`config.mk`:
```
export PLATFORM = sky130hd
export DESIGN_NAME = ultrasonic_ranger
export DESIGN_NICKNAME = d
export VERILOG_FILES = /design/src/rtl/ultrasonic_ranger.sv
export SDC_FILE = /design/constraint.sdc
export NUM_CORES = 1
export LEC_CHECK = 0
export ABC_CLOCK_PERIOD_IN_PS = 2150
export CAP_MARGIN = 0
export CORE_MARGIN = 1
export CORE_UTILIZATION = 35
export CTS_BUF_LIST = sky130_fd_sc_hd__clkbuf_4 sky130_fd_sc_hd__clkbuf_8
export CTS_CLUSTER_SIZE = 16
export DETAILED_ROUTE_END_ITERATION = 10
export GPL_ROUTABILITY_DRIVEN = 0
export PLACE_DENSITY = 0.53
export SLEW_MARGIN = 25
export SYNTH_ARGS = -nofsm -noshare
export SYNTH_HDL_FRONTEND = slang
export SYNTH_SLANG_ARGS = --single-unit
```
`constraint.sdc`:
```
create_clock -name clk_clk -period 2.15 [get_ports clk_clk]
set_clock_uncertainty 0.05 [all_clocks]
set_input_delay 0.3225 -clock clk_clk [delete_from_list [all_inputs] [get_ports clk_clk]]
set_output_delay 0.3225 -clock clk_clk [all_outputs]
set_load 0.03 [all_outputs]
```
`src/rtl/ultrasonic_ranger.sv`:
```
// HC-SR04 ranger: trigger pulse, echo timing and direct centimetre accumulation.
// Define RANGER_MEDIAN_EN to publish the median of the last three results.
module ultrasonic_ranger #(
    parameter int CLK_HZ     = 50000000,
    parameter int TRIG_US    = 10,
    parameter int PERIOD_MS  = 60,
    parameter int TIMEOUT_US = 30000
) (
    input  logic       clk_clk,
    input  logic       reset_reset_n,
    input  logic       enable,
    input  logic       echo,
    output logic       trig,
    output logic [8:0] distance_cm,
    output logic       dist_valid,
    output logic       timeout
);

    localparam int TRIG_CYC = CLK_HZ / 1000000 * TRIG_US;
    localparam int CM_CYC   = CLK_HZ / 1000000 * 58;
    localparam int TO_CYC   = CLK_HZ / 1000000 * TIMEOUT_US;
    localparam int PER_CYC  = CLK_HZ / 1000 * PERIOD_MS;
    localparam int CNT_MAX  = (TO_CYC > TRIG_CYC) ? TO_CYC : TRIG_CYC;
    localparam int CNT_W    = $clog2(CNT_MAX + 1);
    localparam int SUB_W    = $clog2(CM_CYC + 1);
    localparam int PER_W    = $clog2(PER_CYC + 1);

    localparam logic [CNT_W-1:0] TRIG_LAST = CNT_W'(TRIG_CYC - 1);
    localparam logic [CNT_W-1:0] TO_LAST   = CNT_W'(TO_CYC - 1);
    localparam logic [SUB_W-1:0] SUB_LAST  = SUB_W'(CM_CYC - 1);
    // GAP leaves two cycles early so the IDLE sample lands exactly PER_CYC after the last start.
    localparam logic [PER_W-1:0] PER_LAST  = PER_W'(PER_CYC - 2);

    typedef enum logic [2:0] {
        ST_IDLE, ST_TRIG, ST_WAIT_RISE, ST_MEASURE, ST_DONE, ST_GAP
    } state_t;

    state_t           state_q, state_d;
    logic             echo_meta_q, echo_s_q;
    logic [CNT_W-1:0] cnt_q, cnt_d;
    logic [SUB_W-1:0] sub_q, sub_d;
    logic [8:0]       cm_q, cm_d;
    logic [PER_W-1:0] per_q, per_d;
    logic             tmo_q, tmo_d;
    logic             trig_q, trig_d;
    logic             dv_q, dv_d;
    logic [8:0]       dist_q, dist_d;
    logic             tout_q, tout_d;
    logic [8:0]       raw;

`ifdef RANGER_MEDIAN_EN
    logic [8:0] hist0_q, hist0_d, hist1_q, hist1_d;
    logic       primed_q, primed_d;

    function automatic logic [8:0] median3(input logic [8:0] a, input logic [8:0] b,
                                           input logic [8:0] c);
        logic [8:0] lo, hi;
        lo = (a < b) ? a : b;
        hi = (a < b) ? b : a;
        return (c < lo) ? lo : ((c > hi) ? hi : c);
    endfunction
`endif

    always_comb begin
        state_d = state_q;
        cnt_d   = cnt_q;
        sub_d   = sub_q;
        cm_d    = cm_q;
        per_d   = (state_q == ST_IDLE) ? per_q : per_q + PER_W'(1);
        tmo_d   = tmo_q;
        trig_d  = 1'b0;
        dv_d    = 1'b0;
        dist_d  = dist_q;
        tout_d  = tout_q;
        raw     = tmo_q ? 9'd511 : cm_q;
`ifdef RANGER_MEDIAN_EN
        hist0_d  = hist0_q;
        hist1_d  = hist1_q;
        primed_d = primed_q;
`endif
        case (state_q)
            ST_IDLE: begin
                if (enable) begin
                    state_d = ST_TRIG;
                    trig_d  = 1'b1;
                    cnt_d   = '0;
                    per_d   = '0;
                end
            end
            ST_TRIG: begin
                trig_d = 1'b1;
                cnt_d  = cnt_q + CNT_W'(1);
                if (cnt_q == TRIG_LAST) begin
                    trig_d  = 1'b0;
                    cnt_d   = '0;
                    state_d = ST_WAIT_RISE;
                end
            end
            ST_WAIT_RISE: begin
                // The first high sample already counts toward the echo width.
                if (echo_s_q) begin
                    state_d = ST_MEASURE;
                    cnt_d   = CNT_W'(1);
                    sub_d   = SUB_W'(1);
                    cm_d    = '0;
                end else if (cnt_q == TO_LAST) begin
                    state_d = ST_DONE;
                    tmo_d   = 1'b1;
                end else begin
                    cnt_d = cnt_q + CNT_W'(1);
                end
            end
            ST_MEASURE: begin
                if (!echo_s_q) begin
                    state_d = ST_DONE;
                    tmo_d   = 1'b0;
                end else if (cnt_q == TO_LAST) begin
                    state_d = ST_DONE;
                    tmo_d   = 1'b1;
                end else begin
                    cnt_d = cnt_q + CNT_W'(1);
                    if (sub_q == SUB_LAST) begin
                        sub_d = '0;
                        if (cm_q != 9'd510) cm_d = cm_q + 9'd1;
                    end else begin
                        sub_d = sub_q + SUB_W'(1);
                    end
                end
            end
            ST_DONE: begin
                dv_d    = 1'b1;
                state_d = ST_GAP;
`ifdef RANGER_MEDIAN_EN
                hist0_d  = raw;
                hist1_d  = primed_q ? hist0_q : raw;
                dist_d   = primed_q ? median3(raw, hist0_q, hist1_q) : raw;
                primed_d = 1'b1;
                tout_d   = (dist_d == 9'd511);
`else
                dist_d = raw;
                tout_d = tmo_q;
`endif
            end
            ST_GAP: begin
                if (per_q >= PER_LAST) state_d = ST_IDLE;
            end
            default: state_d = ST_IDLE;
        endcase
    end

    always_ff @(posedge clk_clk or negedge reset_reset_n) begin
        if (!reset_reset_n) begin
            state_q     <= ST_IDLE;
            echo_meta_q <= 1'b0;
            echo_s_q    <= 1'b0;
            cnt_q       <= '0;
            sub_q       <= '0;
            cm_q        <= '0;
            per_q       <= '0;
            tmo_q       <= 1'b0;
            trig_q      <= 1'b0;
            dv_q        <= 1'b0;
            dist_q      <= '0;
            tout_q      <= 1'b0;
`ifdef RANGER_MEDIAN_EN
            hist0_q  <= '0;
            hist1_q  <= '0;
            primed_q <= 1'b0;
`endif
        end else begin
            state_q     <= state_d;
            echo_meta_q <= echo;
            echo_s_q    <= echo_meta_q;
            cnt_q       <= cnt_d;
            sub_q       <= sub_d;
            cm_q        <= cm_d;
            per_q       <= per_d;
            tmo_q       <= tmo_d;
            trig_q      <= trig_d;
            dv_q        <= dv_d;
            dist_q      <= dist_d;
            tout_q      <= tout_d;
`ifdef RANGER_MEDIAN_EN
            hist0_q  <= hist0_d;
            hist1_q  <= hist1_d;
            primed_q <= primed_d;
`endif
        end
    end

    assign trig        = trig_q;
    assign distance_cm = dist_q;
    assign dist_valid  = dv_q;
    assign timeout     = tout_q;

endmodule

```
## After elaboration in Yosys (flattened, before gate mapping)

Cells that the tools add are included.

- Bits in registers: 82
- Input port bits: 4
- Output and inout bits: 12
- Logic and storage cells: 79

- $add $sub $neg: 4
- Order comparisons: 1
- Eq/ne operators: 18
- Muxes and demuxes: 36
- Reduce and logical (&&, ||, !) cells: 8

Operator list:

| cell | count |
|---|---|
| $mux W21 | 5 |
| $pmux W21 S4 | 1 |
| $mux W22 | 3 |
| $mux W9 | 6 |
| $mux W12 | 4 |
| $pmux W12 S2 | 1 |
| $add A22 B1 Y22 const B | 1 |
| $ge A22 B22 Y1 const B | 1 |
| $add A21 B1 Y21 const B | 1 |
| $eq A21 B21 Y1 const B | 1 |
| $eq A21 B9 Y1 const B | 1 |
| $mux W3 | 6 |
| $ne A2 B2 Y1 const B | 9 |
| $pmux W3 S6 | 1 |
| $pmux W9 S2 | 1 |
| $add A12 B1 Y12 const B | 1 |
| $eq A12 B12 Y1 const B | 1 |
| $add A9 B1 Y9 const B | 1 |
| $ne A9 B9 Y1 const B | 1 |
| $eq A3 B2 Y1 const B | 2 |
| $eq A3 B3 Y1 const B | 2 |
| $mux W1 | 6 |
| $reduce_and A3 Y1 | 2 |
| $reduce_and A6 Y1 | 1 |
| 7 further kinds | 8 |

## Logic depth before layout (Yosys ltp)

- Depth after elaboration: 6
- Depth in mapped cells: 8
- Depth with buffers taken out: 8

## Worst setup path after synthesis

OpenSTA, ideal clock, no wires.

- Kind: reg-to-reg
- Start point: reg cnt_q[0]
- End point: reg cnt_q[18]
- Library setup time: 0.074 ns
- Arrival: 2.002 ns
- Required time: 2.026 ns
- Path slack: 0.024 ns
- Cell stages (with the launch flop): 8
- Buffers on the path: 0
- Clock period less this slack: 2.126 ns
- Cell sequence: dfrtp_1 > ha_1 > nor4b_1 > and4_4 > a2111o_4 > a21oi_4 > and3_1 > a2bb2oi_2

- Word-level cells in the longest chain between the ends: 4
- Elaborated cells between the ends (all ways): 8
- Those cells by class: 1 x add/sub; 2 x eq/ne; 5 x mux

RTL lines:

| element | line | text |
|---|---|---|
| start: declaration | 40 | `logic [CNT_W-1:0] cnt_q, cnt_d;` |
| start signal: assignment | 174 | `cnt_q <= cnt_d;` |
| $add A21 B1 Y21 / $eq A21 B21 Y1 (equally long branches) | n/a |  |
| $mux W21 | 106, 117 |  |
| $mux W21, on equally long branches | 114, 101 |  |
| $pmux W21 S4 * | 81 | `case (state_q)` |

Every way passes the cells marked *; elsewhere a longest branch is shown, timed or not. The select of a mux whose other input is x is not followed.
A chain may end at the register's enable or synchronous reset.

## Final worst setup path

- Start point: reg cnt_q[1]
- End point: reg cnt_q[16]

Same word-level chain as after synthesis.

==> flow_summary_export.csv <==
group,metric,value,unit
sta,final_min_period_over_clock_period,98.8,%
final_layout,most_frequent_cells_in_the_layout,"dfrtp_1, nor2_1, buf_4",
logic_synthesis,post_synthesis_cells,496,
sta,final-hold-violation-count,0,
final_layout,final.fill_count,1238,
cts,cts_tree,"done",
final_layout,ff_latch_area,0.00205,mm^2
global_route,globalRouteMet2Util,27.9,%
drt,drt-initial-drc-count,339,
floorplanning,floorplan_core_area,0.0122,mm^2
critical_path,critPathLaunchType,"register",
flow_run,drv.max_cap_violation_count,0,
global_route,grt_util_met1,23.1,%
power,power.switching_fraction,38.7,%
sta,layout_min_cycle_time,2.12,ns
floorplanning,std_cell_rows,40,
cts,tritoncts_num_sinks,82,
drt,avgRoutedWirePerCell,14.6,um
floorplanning,floorplan.die.height,115,um
placement,placement.setup.worst_slack,-0.0661,ns
power,p_total,5.57,mW
power,p_clk_share,23.3,%
power,cellLeakagePower,2.31,nW
critical_path,worstPathMaxFanout,6,
logic_synthesis,netlist_area,0.00444,mm^2
logic_synthesis,ys_ff_latch,82,
power,internal,3.42,mW
logic_synthesis,async_sr_flop_fraction,100,%
global_route,grt_pass1_vias,3791,
placement,place_hpwl,7420,um
power,pwr-share-comb,40.7,%
cts,ctsRootBufferMaster,"clkbuf_8",
logic_synthesis,proportion_of_synthesized_chip_area_in_sequential_cells,46.2,%
floorplanning,full_die_area,0.0131,mm^2
min_path,hp-class,"register to register",
drt,routed-via-count,3846,
power,part_of_the_power_in_registers,36.0,%
sta,finalWorstSetupSlack,0.0263,ns
global_route,grt_antenna_before_repair,0,
final_layout,layout.cells.most_common,"dfrtp_1",
sta,timing_max_transition_violations_final,0,
final_layout,drive_above_1_share,16.2,%
critical_path,setup.worst_path.class,"register to register",
sta,rsz0062_at_grt,"yes",
sta,timing.fmax,471,MHz
global_route,grt-busiest-layer,"met2",
final_layout,layout.nets,559,
critical_path,worst_ep_arrival_time,2.38,ns
critical_path,worst-r2r-setup-slack,0.03,ns
critical_path,endpoint_kind,"register",
critical_path,critPathRequiredTime,2.41,ns
logic_synthesis,synth_enable_flop_cells,0,
cts,clk-insertion-delay-late,0.38,ns
cts,ctsHtreeMaxLevel,3,
global_route,grt_usage,17.6,%
final_layout,synthToLayoutAreaGrowth,20.7,%
logic_synthesis,syn_area_per_cell,8.96,um^2
logic_synthesis,synth_nets,506,
drt,drt_pre_antenna_iters,5,
global_route,grt_max_degree,50,
sta,timing.max_slew.rel_slack,55.6,%
global_route,globalRoute.totalOverflow,0,
drt,drt_drc_violations_left,0,
power,vdd_ir_drop_max,0.346,mV
power,total_switching_power,2.16,mW
global_route,grt_first_pass_wirelength,18000,um
cts,clk_pin_slew,0.08,ns
drt,drt.antenna.violating_nets,0,
placement,portBuffers,15,
global_route,grt_use_met3,3.34,%
drt,totalWireLength,10500,um
cts,cts-root-to-sink-buffers,2,
sta,report.final.setup_viol,0,
status,status,"completed",
power,powerDensity,1040,mW/mm^2
floorplanning,floorplan.die.width,115,um
floorplanning,floorplan.initialDensity,36.4,%
final_layout,multi_input_comb_area,0.00229,mm^2
logic_synthesis,netlist-cell-type-count,62,
logic_synthesis,synth_top_flop_cell,"dfrtp_1",
floorplanning,floorplan.io_pins,16,
drt,vias_per_cell,5.33,
sta,max_slew.worst_pin.slew,0.666,ns
final_layout,antennaDiodeCount,0,
logic_synthesis,ys_warn_count,0,
cts,cts_buffers,9,
## path summary, 6_finish.rpt
check	cells past startpoint	from	to
max	8	cnt_q[1]$_DFFE_PN0P_	cnt_q[16]$_DFFE_PN0P_
max reg2reg	8	cnt_q[1]$_DFFE_PN0P_	cnt_q[16]$_DFFE_PN0P_
max in group asynchronous	3	reset_reset_n	sub_q[10]$_DFFE_PN0P_
min	0	echo_meta_q$_DFF_PN0_	echo_s_q$_DFF_PN0_
min in group asynchronous	2	reset_reset_n	per_q[17]$_DFF_PN0_
min reg2reg	0	echo_meta_q$_DFF_PN0_	echo_s_q$_DFF_PN0_
## through the flow
step           instance area [um^2]  std cells  hold WS (ns)  TNS [ns]  utilization, %
4_1_cts                        5290        720         0.319         0            43.4
3_3_place_gp                   5020        700         0.288         0            41.1
5_1_grt                        5360        722         0.329    -0.148            43.9
3_5_place_dp                   5020        700         0.306    -0.120            41.1
6_report                       5360        722         0.315         0            43.9
2_1_floorplan                  4440        496       -0.0231         0               -
## registers in the layout, summed over array words and instances (netlist names)
| name | count |
|---|---|
| distance_cm | 9 |
| echo_s_q | 1 |
| per_q | 22 |
| trig | 1 |
| cm_q | 9 |
| tmo_q | 1 |
| sub_q | 12 |
| cnt_q | 21 |
| state_q | 3 |
| echo_meta_q | 1 |
| dist_valid | 1 |
| timeout | 1 |
## cell families after synthesis
logic type | Yosys count | share of synthesized area, %
flip-flops | 82 | 46.2
AND/OR/NAND/NOR | 232 | 26.2
XOR/XNOR | 21 | 4.14
buffers and inverters | 34 | 3.61
AO/OA/AOI/OAI | 114 | 16.5
multiplexers | 6 | 1.44
adder cells (fa/ha/maj) | 7 | 1.92
## layer usage
| metal | share of wire, % | wire [um] |
|---|---|---|
| met5 | 0 | 0 |
| met4 | 2.4 | 256 |
| met3 | 3.6 | 382 |
| met2 | 45 | 4780 |
| met1 | 49 | 5120 |
## what timing repair did
item | in CTS | in global routing
hold buffers | 1 | 0
buffers inserted | 3 | 2
endpoints found under the setup margin | 4 | 16
pin swaps | 5 | 3
endpoints found under the hold margin | 48 | 0
gates cloned | 0 | 0
gates resized for setup | 3 | 9
## cells in the mapped netlist, drive strengths merged (6+ instances only)
master | n | share of area, %
dfrtp | 82 | 46
nand3 | 36 | 4.1
nor2 | 75 | 6.5
buf | 11 | 1.6
o31ai | 9 | 1.5
and3 | 18 | 2.6
o21ai | 36 | 4.1
nor4 | 6 | 0.99
a21oi | 34 | 4.1
nor3 | 12 | 1.5
inv | 11 | 0.93
clkbuf | 12 | 1.1
nand4 | 16 | 2.3
ha | 6 | 1.7
xor2 | 18 | 3.5
a31oi | 9 | 1.3
nand2 | 42 | 3.5
## cell type report
cell class / instances / area share, %
multi-input combinational: 380 / 42.7
sequential: 82 / 38.3
clock inverter: 4 / 1.38
clock buffer: 12 / 2.85
tap: 168 / 3.92
inverter: 11 / 0.770
timing repair buffer: 65 / 10.1
## power groups by stage
stage               Clock (mW)  Combinational (mW)  Sequential (mW)
finish                    1.30                2.27             2.01
global route              1.40                2.53             2.05
CTS                       1.34                2.25             2.01
detailed placement           0                2.19             2.04
global placement             0                2.17             2.03
floorplan                    0                1.21             2.18
## critical path: stages (launching register included)
cell      delay (ns)
dfrtp_1         0.39
ha_2            0.20
nor4b_1         0.14
and4_4          0.17
a2111o_4        0.48
a21oi_4         0.27
buf_6           0.16
a31oi_4         0.08
nor2_2          0.11
(Power assumes the default switching activity.)
